--- src/rtl/entrada_placa_if.sv ---
// Board-input bundle for entrada_placa: raw KEY/SW in, conditioned levels, pulses and clocks out.
interface entrada_placa_if;
   logic [3:0]  KEY;
   logic [17:0] SW;
   logic [17:0] sw_sync;
   logic [3:0]  key_level;
   logic [3:0]  key_press;
   logic        btRst;
   logic        btStep;
   logic        clk_auto;
   logic        tick_auto;

   modport slave (
      input  KEY, SW,
      output sw_sync, key_level, key_press, btRst, btStep, clk_auto, tick_auto
   );

   modport master (
      output KEY, SW,
      input  sw_sync, key_level, key_press, btRst, btStep, clk_auto, tick_auto
   );
endinterface

--- src/rtl/entrada_placa.sv ---
// Board-input conditioner: synchronizes SW, debounces active-low KEY, divides CLK_28 into clk_auto.
// Optional ENTRADA_REPEAT_EN adds per-key auto-repeat of key_press while a key stays held.
module entrada_placa #(
   parameter int DEB_CYCLES    = 280000,
   parameter int AUTO_DIV      = 14000000,
   parameter int REPEAT_DELAY  = 14000000,
   parameter int REPEAT_PERIOD = 2800000
) (
   input  logic              CLK_28,
   input  logic              RST_N,
   entrada_placa_if.slave    bus
);
   localparam int DEB_W = (DEB_CYCLES > 1) ? $clog2(DEB_CYCLES) : 1;
   localparam int DIV_W = (AUTO_DIV > 1) ? $clog2(AUTO_DIV) : 1;
   localparam logic [DEB_W-1:0] DEB_MAX = DEB_W'(DEB_CYCLES - 1);
   localparam logic [DIV_W-1:0] DIV_MAX = DIV_W'(AUTO_DIV - 1);

   if (DEB_CYCLES < 1 || AUTO_DIV < 1 || REPEAT_DELAY < 1 || REPEAT_PERIOD < 1) begin : g_bad_param
      $error("entrada_placa: all cycle-count parameters must be >= 1");
   end

   logic [3:0]       r_key_p0, r_key_p1;
   logic [17:0]      r_sw_p0,  r_sw_p1;
   logic [3:0]       r_level, r_press;
   logic [DEB_W-1:0] r_cnt [4];
   logic [DIV_W-1:0] r_div;
   logic             r_clk_auto, r_tick;

   logic [3:0]       w_accept, w_level_nxt, w_press_nxt, w_rep_fire;
   logic [DEB_W-1:0] w_cnt_nxt [4];
   logic             w_wrap;

   // Stage p0/p1: two-flop synchronizers; keys are inverted first so 1 = pressed.
   always_ff @(posedge CLK_28 or negedge RST_N) begin
      if (!RST_N) begin
         r_key_p0 <= '0;
         r_key_p1 <= '0;
         r_sw_p0  <= '0;
         r_sw_p1  <= '0;
      end else begin
         r_key_p0 <= ~bus.KEY;
         r_key_p1 <= r_key_p0;
         r_sw_p0  <= bus.SW;
         r_sw_p1  <= r_sw_p0;
      end
   end

   always_comb begin
      w_accept    = '0;
      w_level_nxt = r_level;
      w_press_nxt = '0;
      for (int i = 0; i < 4; i++) begin
         w_cnt_nxt[i] = '0;
         if (r_key_p1[i] != r_level[i]) begin
            if (r_cnt[i] == DEB_MAX) begin
               w_accept[i]    = 1'b1;
               w_level_nxt[i] = r_key_p1[i];
            end else begin
               w_cnt_nxt[i] = r_cnt[i] + 1'b1;
            end
         end
         w_press_nxt[i] = (w_accept[i] & r_key_p1[i]) | w_rep_fire[i];
      end
   end

`ifdef ENTRADA_REPEAT_EN
   localparam int REP_MAX = (REPEAT_DELAY > REPEAT_PERIOD) ? REPEAT_DELAY : REPEAT_PERIOD;
   localparam int REP_W   = (REP_MAX > 1) ? $clog2(REP_MAX) : 1;
   localparam logic [REP_W-1:0] DLY_MAX = REP_W'(REPEAT_DELAY - 1);
   localparam logic [REP_W-1:0] PER_MAX = REP_W'(REPEAT_PERIOD - 1);

   logic [REP_W-1:0] r_rep_cnt [4];
   logic [3:0]       r_rep_phase;
   logic [REP_W-1:0] w_rep_cnt_nxt [4];
   logic [3:0]       w_rep_phase_nxt;

   // Phase 0 waits out the initial delay, phase 1 runs the steady repeat period.
   always_comb begin
      w_rep_fire      = '0;
      w_rep_phase_nxt = '0;
      for (int i = 0; i < 4; i++) begin
         w_rep_cnt_nxt[i] = '0;
         if (r_level[i] && w_level_nxt[i]) begin
            if (r_rep_cnt[i] == (r_rep_phase[i] ? PER_MAX : DLY_MAX)) begin
               w_rep_fire[i]      = 1'b1;
               w_rep_phase_nxt[i] = 1'b1;
            end else begin
               w_rep_cnt_nxt[i]   = r_rep_cnt[i] + 1'b1;
               w_rep_phase_nxt[i] = r_rep_phase[i];
            end
         end
      end
   end

   always_ff @(posedge CLK_28 or negedge RST_N) begin
      if (!RST_N) begin
         r_rep_phase <= '0;
         for (int i = 0; i < 4; i++) r_rep_cnt[i] <= '0;
      end else begin
         r_rep_phase <= w_rep_phase_nxt;
         for (int i = 0; i < 4; i++) r_rep_cnt[i] <= w_rep_cnt_nxt[i];
      end
   end
`else
   assign w_rep_fire = '0;
`endif

   // Stage p2: debounced level and press pulse registers.
   always_ff @(posedge CLK_28 or negedge RST_N) begin
      if (!RST_N) begin
         r_level <= '0;
         r_press <= '0;
         for (int i = 0; i < 4; i++) r_cnt[i] <= '0;
      end else begin
         r_level <= w_level_nxt;
         r_press <= w_press_nxt;
         for (int i = 0; i < 4; i++) r_cnt[i] <= w_cnt_nxt[i];
      end
   end

   assign w_wrap = (r_div == DIV_MAX);

   always_ff @(posedge CLK_28 or negedge RST_N) begin
      if (!RST_N) begin
         r_div      <= '0;
         r_clk_auto <= 1'b0;
         r_tick     <= 1'b0;
      end else begin
         r_div      <= w_wrap ? '0 : r_div + 1'b1;
         r_clk_auto <= r_clk_auto ^ w_wrap;
         r_tick     <= w_wrap & ~r_clk_auto;
      end
   end

   assign bus.sw_sync   = r_sw_p1;
   assign bus.key_level = r_level;
   assign bus.key_press = r_press;
   assign bus.btRst     = r_level[0];
   assign bus.btStep    = r_level[1];
   assign bus.clk_auto  = r_clk_auto;
   assign bus.tick_auto = r_tick;
endmodule

--- src/flat_wrapper.sv ---
// flat-port wrapper written by rule: the top's interface ports become plain ports
module entrada_placa_flat 
#(
   parameter int DEB_CYCLES    = 280000,
   parameter int AUTO_DIV      = 14000000,
   parameter int REPEAT_DELAY  = 14000000,
   parameter int REPEAT_PERIOD = 2800000
)
  (CLK_28, RST_N, bus_KEY, bus_SW, bus_sw_sync, bus_key_level, bus_key_press, bus_btRst, bus_btStep, bus_clk_auto, bus_tick_auto);
  entrada_placa_if bus_i ();
  input  logic CLK_28;
  input  logic RST_N;
  input wire logic [$bits(bus_i.KEY)-1:0] bus_KEY;
  input wire logic [$bits(bus_i.SW)-1:0] bus_SW;
  output wire logic [$bits(bus_i.sw_sync)-1:0] bus_sw_sync;
  output wire logic [$bits(bus_i.key_level)-1:0] bus_key_level;
  output wire logic [$bits(bus_i.key_press)-1:0] bus_key_press;
  output wire logic [$bits(bus_i.btRst)-1:0] bus_btRst;
  output wire logic [$bits(bus_i.btStep)-1:0] bus_btStep;
  output wire logic [$bits(bus_i.clk_auto)-1:0] bus_clk_auto;
  output wire logic [$bits(bus_i.tick_auto)-1:0] bus_tick_auto;
  assign bus_i.KEY = bus_KEY;
  assign bus_i.SW = bus_SW;
  assign bus_sw_sync = bus_i.sw_sync;
  assign bus_key_level = bus_i.key_level;
  assign bus_key_press = bus_i.key_press;
  assign bus_btRst = bus_i.btRst;
  assign bus_btStep = bus_i.btStep;
  assign bus_clk_auto = bus_i.clk_auto;
  assign bus_tick_auto = bus_i.tick_auto;
  entrada_placa #(.DEB_CYCLES(DEB_CYCLES), .AUTO_DIV(AUTO_DIV), .REPEAT_DELAY(REPEAT_DELAY), .REPEAT_PERIOD(REPEAT_PERIOD)) u_core (.CLK_28(CLK_28), .RST_N(RST_N), .bus(bus_i));
endmodule
--- config.mk ---
export PLATFORM = sky130hd
export DESIGN_NAME = entrada_placa_flat
export DESIGN_NICKNAME = d
export VERILOG_FILES = /design/src/rtl/entrada_placa_if.sv /design/src/rtl/entrada_placa.sv /design/src/flat_wrapper.sv
export SDC_FILE = /design/constraint.sdc
export NUM_CORES = 1
export LEC_CHECK = 0
export CELL_PAD_IN_SITES_DETAIL_PLACEMENT = 1
export CELL_PAD_IN_SITES_GLOBAL_PLACEMENT = 1
export CORE_MARGIN = 5
export CORE_UTILIZATION = 46
export DETAILED_ROUTE_END_ITERATION = 8
export PLACE_DENSITY = 0.85
export SYNTH_ARGS = -nofsm -noshare
export SYNTH_HDL_FRONTEND = slang
export SYNTH_SLANG_ARGS = --single-unit
--- constraint.sdc ---
create_clock -name CLK_28 -period 3.2 [get_ports CLK_28]
set_input_delay 0.32 -clock CLK_28 [delete_from_list [all_inputs] [get_ports CLK_28]]
set_output_delay 0.32 -clock CLK_28 [all_outputs]
set_load 0.02 [all_outputs]
Word-level counts from Yosys, hierarchy flattened
Cells that the tools add are included.
{"block": "totals", "n_memories": 0, "ram_bits": 0, "output_inout_bits": 30, "rom_bits": 0, "wordCells": 59, "latch_bits": 0, "reg_bits": 154}
{"block": "op_classes", "reduce_logical": 4, "mux": 17, "shifts": 0, "n_div": 0, "add_sub_neg": 5, "multipliers": 0, "n_lt_le_gt_ge": 0, "eq_ne": 9, "n_bitwise": 8}
{"op": "2-to-1 mux 19 bit", "count": 8}
{"op": "adder 19 x 1 -> 19 bit (second input constant)", "count": 4}
{"op": "equality test 19 bit (second input constant)", "count": 4}
{"op": "adder 24 x 1 -> 24 bit (second input constant)", "count": 1}
{"op": "equality test 24 bit (second input constant)", "count": 1}
{"op": "2-to-1 mux 24 bit", "count": 1}
{"op": "2-to-1 mux 1 bit", "count": 8}
{"op": "AND reduction 2 bit", "count": 4}
{"op": "bitwise AND 1 bit", "count": 5}
{"op": "inequality test 1 bit", "count": 4}
{"op": "NOT 4 bit", "count": 1}
{"op": "NOT 1 bit", "count": 1}
{"op": "bitwise XOR 1 bit", "count": 1}

Longest topological paths before layout
Gate-level depths: netlist of the first run.
{"block": "depth", "depth_word": 4, "ltp_mapped": 7, "mapped_depth_nobuf": 6}

Least setup slack after synthesis of the first run
Ideal clock, no wire load.
{"block": "synth_path", "path_type": "reg-to-reg", "startpoint": "register u_core.r_div[17]", "endpoint": "register u_core.r_clk_auto (netlist: u_core.bus.clk_auto)", "n_path_buf": 1, "stages_incl_launch_ff": 7, "path_slack_ns": 0.973, "t_arrival_ns": 2.164, "t_required_ns": 3.137, "setup_ns": 0.063, "path_cell_list": "dfrtp_1 or4_1 or4_1 nor4b_4 buf_6 ha_1 inv_1"}
{"block": "synth_between", "elab_chain_cells": 2}
{"item": "from (decl)", "line_no": "entrada_placa.sv:26", "rtl": "logic [DIV_W-1:0] r_div;"}
{"item": "from (signal assigned)", "line_no": "entrada_placa.sv:129", "rtl": "r_div <= w_wrap ? '0 : r_div + 1'b1;"}
{"item": "equality test 24 bit", "line_no": "entrada_placa.sv:121", "rtl": "assign w_wrap = (r_div == DIV_MAX);"}
{"item": "bitwise XOR 1 bit", "line_no": "entrada_placa.sv:130", "rtl": "r_clk_auto <= r_clk_auto ^ w_wrap;"}
{"item": "to (signal assigned)", "line_no": "entrada_placa.sv:130"}
{"item": "to (decl)", "line_no": "entrada_placa.sv:27", "rtl": "logic r_clk_auto, r_tick;"}
No other way between the ends.
A chain may end at the register's enable or synchronous reset.

==> results of run 1 <==
[cell usage after synthesis (2+ instances only)]
cell / instances / area share
a21oi_1: 13 / 0.0099
inv_1: 21 / 0.012
xor2_1: 25 / 0.033
nor4_1: 24 / 0.023
clkbuf_1: 7 / 0.0040
and4_1: 5 / 0.0067
o31ai_1: 4 / 0.0046
nand2_1: 26 / 0.015
ha_1: 6 / 0.011
nand4_1: 31 / 0.029
or3_1: 9 / 0.0086
o22ai_1: 2 / 0.0019
and3_1: 11 / 0.010
nand4b_1: 2 / 0.0027
dfrtp_1: 154 / 0.59
mux2i_1: 4 / 0.0061
nand3b_1: 2 / 0.0023
or2_2: 4 / 0.0038
nand2b_1: 2 / 0.0019
nor4b_1: 7 / 0.0093
mux2_2: 4 / 0.0068
nand3_1: 33 / 0.025
nor2_1: 88 / 0.050
and2_1: 3 / 0.0029
nor3_1: 23 / 0.017
o21ai_0: 11 / 0.0084
a31o_2: 2 / 0.0027
or4_1: 8 / 0.0091
buf_6: 2 / 0.0034
a211oi_1: 2 / 0.0023
buf_4: 2 / 0.0023
xnor2_1: 49 / 0.065
[metal layers]
layer  part of all wire  routed length [um]  GRT usage
met5             0.0013                  20          0
met4              0.017                 265     0.0678
met3              0.037                 571     0.0528
met2               0.52                8130      0.349
met1               0.42                6560      0.244
[stage by stage]
step | std cells | setup WS [ns] | hold WS [ns] | power (mW) | instance area [sq um]
after floorplan | 600 | 0.973 | 0.0244 | 2.09 | 6580
after global placement | 829 | 0.902 | 0.331 | 2.20 | 7330
after detailed placement | 829 | 0.799 | 0.336 | 2.21 | 7330
after CTS | 862 | 0.788 | 0.324 | 4.33 | 7960
after global routing | 862 | 0.662 | 0.315 | 4.44 | 7960
final | 862 | 0.804 | 0.338 | 4.27 | 7960
[final cells by class]
cell class / count / area (sq um) / area share
tap: 180 / 225 / 0.0283
sequential: 154 / 3850 / 0.484
inverter: 21 / 78.8 / 0.00991
clock buffer: 20 / 447 / 0.0561
multi-input combinational: 413 / 2580 / 0.324
timing repair buffer: 62 / 602 / 0.0756
clock inverter: 12 / 173 / 0.0217
[state kept, by name (all words and copies together), names as in the netlist]
signal	cells
u_core.r_cnt	76
u_core.r_div	24
u_core.bus.sw_sync	18
u_core.r_sw_p0	18
u_core.bus.key_level	4
u_core.bus.key_press	4
u_core.r_key_p0	4
u_core.r_key_p1	4
u_core.bus.clk_auto	1
u_core.bus.tick_auto	1
[kinds of logic (layout without fill, tap and decap cells)]
kind of cell,after synthesis,count (layout),share of synthesized area
simple gates,286,286,0.231
flops,154,154,0.586
xor+xnor,74,74,0.0985
compound gates,39,39,0.0380
buf+inv,33,115,0.0224
mux,8,8,0.0129
fa+ha+maj,6,6,0.0114
[how the worst min path moves through the flow]
| stage | depth (start not counted) | to | slack, ns | start |
|---|---|---|---|---|
| after floorplan | 0 | u_core.bus.clk_auto | 0.02 | RST_N |
| after global placement | 0 | u_core.bus.sw_sync[14] | 0.33 | u_core.r_sw_p0[14] |
| after detailed placement | 0 | u_core.bus.sw_sync[9] | 0.34 | u_core.r_sw_p0[9] |
| after CTS | 1 | u_core.r_sw_p0[15] | 0.32 | bus_SW[15] |
| after global routing | 1 | u_core.r_sw_p0[15] | 0.32 | bus_SW[15] |
| final | 1 | u_core.r_sw_p0[15] | 0.34 | bus_SW[15] |
[power breakdown]
part / total [mW] / switching, mW / leakage, nW / internal [mW]
clock: 2.10 / 0.779 / 0.300 / 1.32
combinational: 0.156 / 0.0918 / 0.911 / 0.0643
sequential: 2.02 / 0.0273 / 2.03 / 1.99
total: 4.27 / 0.898 / 3.24 / 3.37
[critical path, delay by kind of cell, from the launching register on]
family / cells / cell delay (ns)
flops: 1 / 0.41
simple gates: 3 / 1.13
compound gates: 1 / 0.69
[timing repair]
action	4_1_cts	5_1_grt
endpoints found under the setup margin	0	0
hold endpoints to repair	57	0
hold buffers	1	0
==> results.cfg, run 1 <==
[place]
place_hpwl_mm = 10.4
portBuffers = 53
gp_congestion = 0.845

[clock_network]
cts_max_level = 4
cts_setup_buffers = 0
path_clk_slew_ns = 0.06
numCtsBuffers = 17
cts_tree = done
clock_sinks = 154
cts_resized = 0
clk_path_buf_depth = 2
clk_latency_ns = 0.42
root_buffer = clkbuf_16

[sta]
fin_setup_tns_ns = 0
post-route-min-period_ns = 2.40
tightest_slew_ns = 0.824
skew_ns = 0.00703
setup_violations = 0
fin_crit_sh = 0.749
slew_headroom = 0.446
rsz0062_at_grt = no
slew_viol_final = 0
max_freq_ghz = 0.417
finalHoldViolCount = 0

[global_routing]
antenna_found_initial = 1
grt_usage = 0.201
grt_overflow = 0
first_global_vias = 5403
grt_start_max_net_pins = 87
grt_pass1_wl_mm = 26.8

[yosys]
yosysSeqAreaShare = 0.586
async_reset_ff_frac = 1.00
synth_cells = 600
synth_flop_cell = dfrtp_1
ys_seq_elements = 154
ys_types = 46
ys_warn_count = 0
syn_nets = 630
synth_area_per_cell_sq_um = 11.0
synth_edf_count = 0
synthesis.area_sq_mm = 0.00658

[critical_path]
path_class = register to register
cp_slowest_cell = o31ai_4
r2r_slack_ns = 0.80
cpPeakStageDelay_ns = 0.69
critical_path_arrival_ns = 2.65
r2r-start = u_core.r_cnt[15]
r2r_cells = 4
end_kind = register
cp_max_fo = 18
crit_start = u_core.r_cnt[15]
worstReg2RegEnd = u_core.r_cnt[0]
path_cells = or4b_1 > or4_4 > o31ai_4 > nor2_1
crit_path_start_kind = register
worstPathRequired_ns = 3.46
crit_end = u_core.r_cnt[0]

[power]
p_leak_nw = 3.24
ir_worst_vdd_mv = 0.377
p_per_area_mw_per_mm2 = 537

[drt]
drc = 0
wl_per_cell_um = 18.0
dr.pass1.iters = 4
vias_per_cell = 5.60
routed_wl_mm = 15.5
drt_iter0_drc = 310
vias = 4825
ant_nets = 0

[die]
rows = 43
die_area_sq_mm = 0.0168
initial_core_util = 0.472
io_pins = 54
die_x_um = 130
die-height_um = 130
core_sq_mm = 0.0139

[layout]
final_common_cell = dfrtp_1
drive_gt1_frac = 0.0792
layout.nets = 699
fill_cells = 1466
final_cell_mix = dfrtp_1 (154), nor2_1 (88), clkdlybuf4s50_1 (52), xnor2_1 (49), nand3_1 (33)
insertedDiodeCount = 0
utilization = 0.571
area_delta_synth_final_pct = 20.9

[run_status]
outcome = completed

[run]
max_cap_viol_count = 0

[worst_hold_path]
hp-class = input pin to register
No activity file was read; power rests on OpenSTA's default activity.
==> run 2, diff against run 1 <==
- clock period: 3.2 -> 2.3 ns (I/O delays scaled with it)
==> run 2 against run 1 <==
Net effect: core utilization increased by 0.19 points; largest cell class unchanged; register-to-register slack got worse by 0.69 ns; first-iteration DRC count fell by 10%; critical endpoint is now u_core.r_div[23]; total power rose by 33%; global-route usage down 0.17 points; clock power grew 26%; critical path type unchanged; die area is the same; sequential share of layout area decreased by 0.16 points; final cell count up 1.0%; count of clock-buffer cells in the layout down 3; worst hold slack worse by 0.11 ns.
==> results.cfg, run 2 (synthesis results as in run 1) <==
[run_status]
outcome = completed

[sta]
finalHoldViolCount = 0
slew_viol_final = 0
hold_slack_ns = 0.226
skew_ns = 0.00859
fin_setup_tns_ns = 0
rsz0062_at_grt = no
post-route-min-period_ns = 2.19
fin_crit_sh = 0.951
setup_ws_ns = 0.112
max_freq_ghz = 0.457
setup_violations = 0
tightest_slew_ns = 0.665
slew_headroom = 0.553

[critical_path]
end_kind = register
cp_max_fo = 13
worstPathRequired_ns = 2.61
path_cells = or4_1 > or4_1 > nor4b_4 > buf_4 > a21oi_1
critPathBufInv = 1
worstReg2RegEnd = u_core.r_div[23]
critical_path_arrival_ns = 2.50
r2r-start = u_core.r_div[14]
r2r_cells = 5
path_class = register to register
cpLargestDelayFamily = simple AND/OR/NAND/NOR gates
crit_path_start_kind = register
crit_top_cell = or4_1
cp_slowest_cell = or4_1
r2r_slack_ns = 0.11
cpPeakStageDelay_ns = 0.52

[clock_network]
clock_sinks = 154
cts_max_level = 4
cts_setup_buffers = 0
path_clk_slew_ns = 0.07
cts_resized = 0
clk_path_buf_depth = 2
root_buffer = clkbuf_16
cts_tree = done
clk_latency_ns = 0.44
numCtsBuffers = 17

[die]
die_area_sq_mm = 0.0168
initial_core_util = 0.472
die-height_um = 130
io_pins = 54
rows = 43
die_x_um = 130
core_sq_mm = 0.0139

[worst_hold_path]
hp-class = input pin to register
hold_depth = 1
hp-start = bus_SW[12]
min_to = u_core.r_sw_p0[12]

[layout]
largest-register = u_core.r_cnt
final_common_cell = dfrtp_1
seq_area_sq_mm = 0.00385
finalInstanceArea_sq_mm = 0.00798
multi_input_area_sq_mm = 0.00258
drive_gt1_frac = 0.0941
reg.largest.list = u_core.r_cnt (76), u_core.r_div (24)
layout.nets = 708
insertedDiodeCount = 0
final_cell_mix = dfrtp_1 (154), nor2_1 (88), clkdlybuf4s50_1 (52), xnor2_1 (49), nand3_1 (33)
area_delta_synth_final_pct = 21.3
largest_register_ffs = 76
fill_cells = 1501

[drt]
vias_per_cell = 5.59
drt_iter0_drc = 279
vias = 4869
routed_wl_mm = 15.4
wl_per_cell_um = 17.7
drc = 0
ant_nets = 0
dr.pass1.iters = 4

[global_routing]
grt_start_max_net_pins = 59
first_global_vias = 5283
antenna_found_initial = 0
grt_overflow = 0
grt_usage = 0.199
grt_pass1_wl_mm = 26.5

[run]
max_cap_viol_count = 0

[place]
post-place-ws_ns = 0.127
portBuffers = 53
gp_congestion = 0.877
place_hpwl_mm = 10.3
place_area_sq_mm = 0.00742

[power]
p_per_area_mw_per_mm2 = 711
p_leak_nw = 3.26
ir_worst_vdd_mv = 0.488
report.power.total_mw = 5.67
run 2: worst max-delay path by stage:
stage / end / start / slack, ns / cells past startpoint
6_report: u_core.r_div[23] / u_core.r_div[14] / 0.11 / 5
5_1_grt: u_core.r_div[23] / u_core.r_div[14] / 0.0003 / 5
4_1_cts: u_core.r_div[23] / u_core.r_div[14] / 0.08 / 5
3_5_place_dp: u_core.r_div[23] / u_core.r_div[14] / 0.13 / 5
3_3_place_gp: u_core.r_div[23] / u_core.r_div[14] / 0.21 / 5
2_1_floorplan: u_core.bus.clk_auto / u_core.r_div[17] / 0.07 / 6
run 2: final cells by class:
cell class,count,area share
inverter,21,0.00987
clock inverter,15,0.0160
clock buffer,17,0.0533
tap,180,0.0282
timing repair buffer,71,0.0870
sequential,154,0.483
multi-input combinational,413,0.323
run 2: where the power goes:
| part | total, mW | internal, mW | switching, mW |
|---|---|---|---|
| Combinational | 0.226 | 0.0977 | 0.128 |
| Sequential | 2.80 | 2.76 | 0.0368 |
| Clock | 2.65 | 1.42 | 1.23 |
run 2: metrics by stage:
| stage | cells | util |
|---|---|---|
| floorplan | 600 | - |
| detailed placement | 838 | 0.532 |
| global route | 871 | 0.573 |
| CTS | 871 | 0.573 |
| global placement | 838 | 0.532 |
| finish | 871 | 0.573 |
run 2: worst reg2reg max path, delay by kind of cell (launching register included):
family	cells	cell delay [ns]
and+or+nand+nor	3	1.32
DFF	1	0.42
buffers and inverters	1	0.25
AOI/OAI and AO/OA	1	0.07
run 2: routing by layer:
| layer | vias up | track usage | wire length [um] |
|---|---|---|---|
| li1 | 2271 | - | - |
| met4 | 0 | 0.0764 | 318 |
| met2 | 84 | 0.336 | 7850 |
| met3 | 27 | 0.0474 | 593 |
| met1 | 2487 | 0.250 | 6680 |
| met5 | - | 0 | 0 |
run 2: repair_timing:
| item | 4_1_cts | 5_1_grt |
|---|---|---|
| hold endpoints to repair | 54 | 0 |
| setup endpoints to repair | 0 | 0 |
| hold buffers | 1 | 0 |
==> variant: new RTL, settings of run 2 <==
`r_key_p0` no longer has a reset.
--- a/src/rtl/entrada_placa.sv
+++ b/src/rtl/entrada_placa.sv
@@ -33,16 +33,18 @@
    // Stage p0/p1: two-flop synchronizers; keys are inverted first so 1 = pressed.
    always_ff @(posedge CLK_28 or negedge RST_N) begin
       if (!RST_N) begin
-         r_key_p0 <= '0;
          r_key_p1 <= '0;
          r_sw_p0  <= '0;
          r_sw_p1  <= '0;
       end else begin
-         r_key_p0 <= ~bus.KEY;
          r_key_p1 <= r_key_p0;
          r_sw_p0  <= bus.SW;
          r_sw_p1  <= r_sw_p0;
       end
+   end
+
+   always_ff @(posedge CLK_28) begin
+      r_key_p0 <= ~bus.KEY;
    end
 
    always_comb begin
Behaviour: no difference found for any inputs over 10 cycles, from zero or initial values and one cycle with RST_N low; that may be too few to reach the edited logic, so the function may still have changed.
==> variant against run 2 <==
Sequential cell count unchanged; wire length is 0.84% lower; count of clock-buffer cells in the layout increased by 4; clock skew decreased by 0.83 ps; total power shrank 0.22%; first-iteration DRC count is 19% higher; worst setup slack better by 11 ps; area after synthesis down 0.30%; cell area barely moved; die area fell by 0.29%; sequential share of layout area is 0.23 points lower; critical endpoint is now u_core.r_div[15]; largest power group unchanged; highest routed layer unchanged.
==> variant: results <==
<?xml version="1.0" encoding="UTF-8"?>
<metrics>
  <group name="sta">
    <metric name="fin_hold_ws" unit="ps">239</metric>
    <metric name="slew_headroom" unit="">0.579</metric>
    <metric name="fin_skew" unit="ps">7.75</metric>
  </group>
  <group name="cells_and_area">
    <metric name="largest_registers" unit="">u_core.r_cnt (76), u_core.r_div (24)</metric>
    <metric name="drive_above_1_share" unit="">0.0912</metric>
    <metric name="diodes" unit="">0</metric>
  </group>
  <group name="logic_synthesis">
    <metric name="sequential_fraction_of_the_synthesis_area" unit="">0.585</metric>
    <metric name="synth_fp_nets" unit="">630</metric>
    <metric name="yosys.cell_types.count" unit="">47</metric>
    <metric name="synth_area_leaders" unit="">sky130_fd_sc_hd__dfrtp_1 57%, sky130_fd_sc_hd__xnor2_1 6.5%, sky130_fd_sc_hd__nor2_1 5.0%, sky130_fd_sc_hd__xor2_1 3.3%, sky130_fd_sc_hd__nand4_1 3.0%</metric>
    <metric name="synth_top_flop_cell" unit="">sky130_fd_sc_hd__dfrtp_1</metric>
    <metric name="synth-async-reset-ratio" unit="">0.974</metric>
    <metric name="synth_common_cells" unit="">150 x sky130_fd_sc_hd__dfrtp_1, 88 x sky130_fd_sc_hd__nor2_1, 49 x sky130_fd_sc_hd__xnor2_1, 33 x sky130_fd_sc_hd__nand3_1, 31 x sky130_fd_sc_hd__nand4_1</metric>
  </group>
  <group name="place">
    <metric name="hpwl_dp" unit="µm">10600</metric>
    <metric name="place.gp.congestion" unit="">0.817</metric>
  </group>
  <group name="routing">
    <metric name="drt_iter0_drc" unit="">331</metric>
    <metric name="avgRoutedWirePerCell" unit="µm">17.6</metric>
    <metric name="drt_first_pass_iters" unit="">4</metric>
    <metric name="post_drt_via_cell_ratio" unit="">5.53</metric>
  </group>
  <group name="global_route">
    <metric name="grt_max_degree" unit="">53</metric>
    <metric name="initial_antenna_violation_count" unit="">0</metric>
    <metric name="number_of_global_route_vias_before_repair" unit="">5427</metric>
    <metric name="grt_usage" unit="">0.202</metric>
    <metric name="first_pass_grt_wire_length" unit="µm">27000</metric>
  </group>
  <group name="pwr">
    <metric name="leak_pwr" unit="µW">0.00324</metric>
    <metric name="irDropWorstVdd" unit="V">0.000548</metric>
  </group>
  <group name="setup_path">
    <metric name="critPathArrivalTime" unit="ps">2480</metric>
  </group>
  <group name="outcome">
    <metric name="run_status" unit="">finished clean</metric>
  </group>
</metrics>
-- variant: where the power goes --
group	total (µW)	switching (µW)	internal, µW	leakage [µW]
Sequential	2800	36.8	2770	0.00201
Combinational	227	127	99.2	0.000966
Clock	2630	1090	1540	0.000261
Total	5660	1260	4400	0.00324
-- variant: final cells by class --
class | instances | area [µm²]
clock buffer | 21 | 460
clock inverter | 11 | 96.3
fill | 1503 | 5960
inverter | 21 | 78.8
multi-input combinational | 413 | 2580
sequential | 154 | 3830
tap | 180 | 225
timing repair buffer | 71 | 707
-- variant: path summary, 6_finish.rpt --
check | from | to | depth (start not counted)
setup / recovery | u_core.r_div[14] | u_core.r_div[15] | 5
hold reg to reg | u_core.r_key_p0[0] | u_core.r_key_p1[0] | 0
hold / removal | bus_SW[5] | u_core.r_sw_p0[5] | 1
setup reg to reg | u_core.r_div[14] | u_core.r_div[15] | 5
min in group asynchronous | RST_N | u_core.bus.sw_sync[17] | 2
max in group asynchronous | RST_N | u_core.bus.sw_sync[11] | 3
-- variant: cells by family (layout without fill, tap and decap cells) --
logic type	Yosys count	after routing	share of synthesized area
and+or+nand+nor	286	286	0.232
DFF	154	154	0.585
xor gates and xnor gates	74	74	0.0988
AOI/OAI and AO/OA	39	39	0.0382
buffers and inverters	33	124	0.0225
muxes	8	8	0.0130
adders and majority gates	6	6	0.0114
-- variant: what timing repair did --
action,CTS,global route
buffers inserted,0,0
hold endpoints to repair,50,0
hold buffers,1,0
-- variant: per-stage QoR --
step | area [µm²] | std cells | setup WS (ps) | util | power [µW]
after floorplan | 6560 | 600 | 73.4 | - | 2910
after global placement | 7410 | 838 | 220 | 0.532 | 3070
after detailed placement | 7410 | 838 | 117 | 0.532 | 3080
after CTS | 7980 | 871 | 110 | 0.573 | 5730
after global routing | 7980 | 871 | 14.9 | 0.573 | 5880
final | 7980 | 871 | 124 | 0.573 | 5660
-- variant: critical path: stages (launching register included) --
cell                      delay, ps
sky130_fd_sc_hd__dfrtp_1        420
sky130_fd_sc_hd__or4_1          500
sky130_fd_sc_hd__or4_1          540
sky130_fd_sc_hd__nor4b_4        270
sky130_fd_sc_hd__buf_4          250
sky130_fd_sc_hd__a21oi_1         70
-- variant: layer usage --
| layer | global-route usage | up-vias | share of wire |
|---|---|---|---|
| met2 | 0.348 | 60 | 0.51 |
| met5 | 0 | - | 0 |
| met4 | 0.0679 | 0 | 0.015 |
| met3 | 0.0486 | 25 | 0.034 |
| li1 | - | 2263 | - |
| met1 | 0.251 | 2467 | 0.44 |
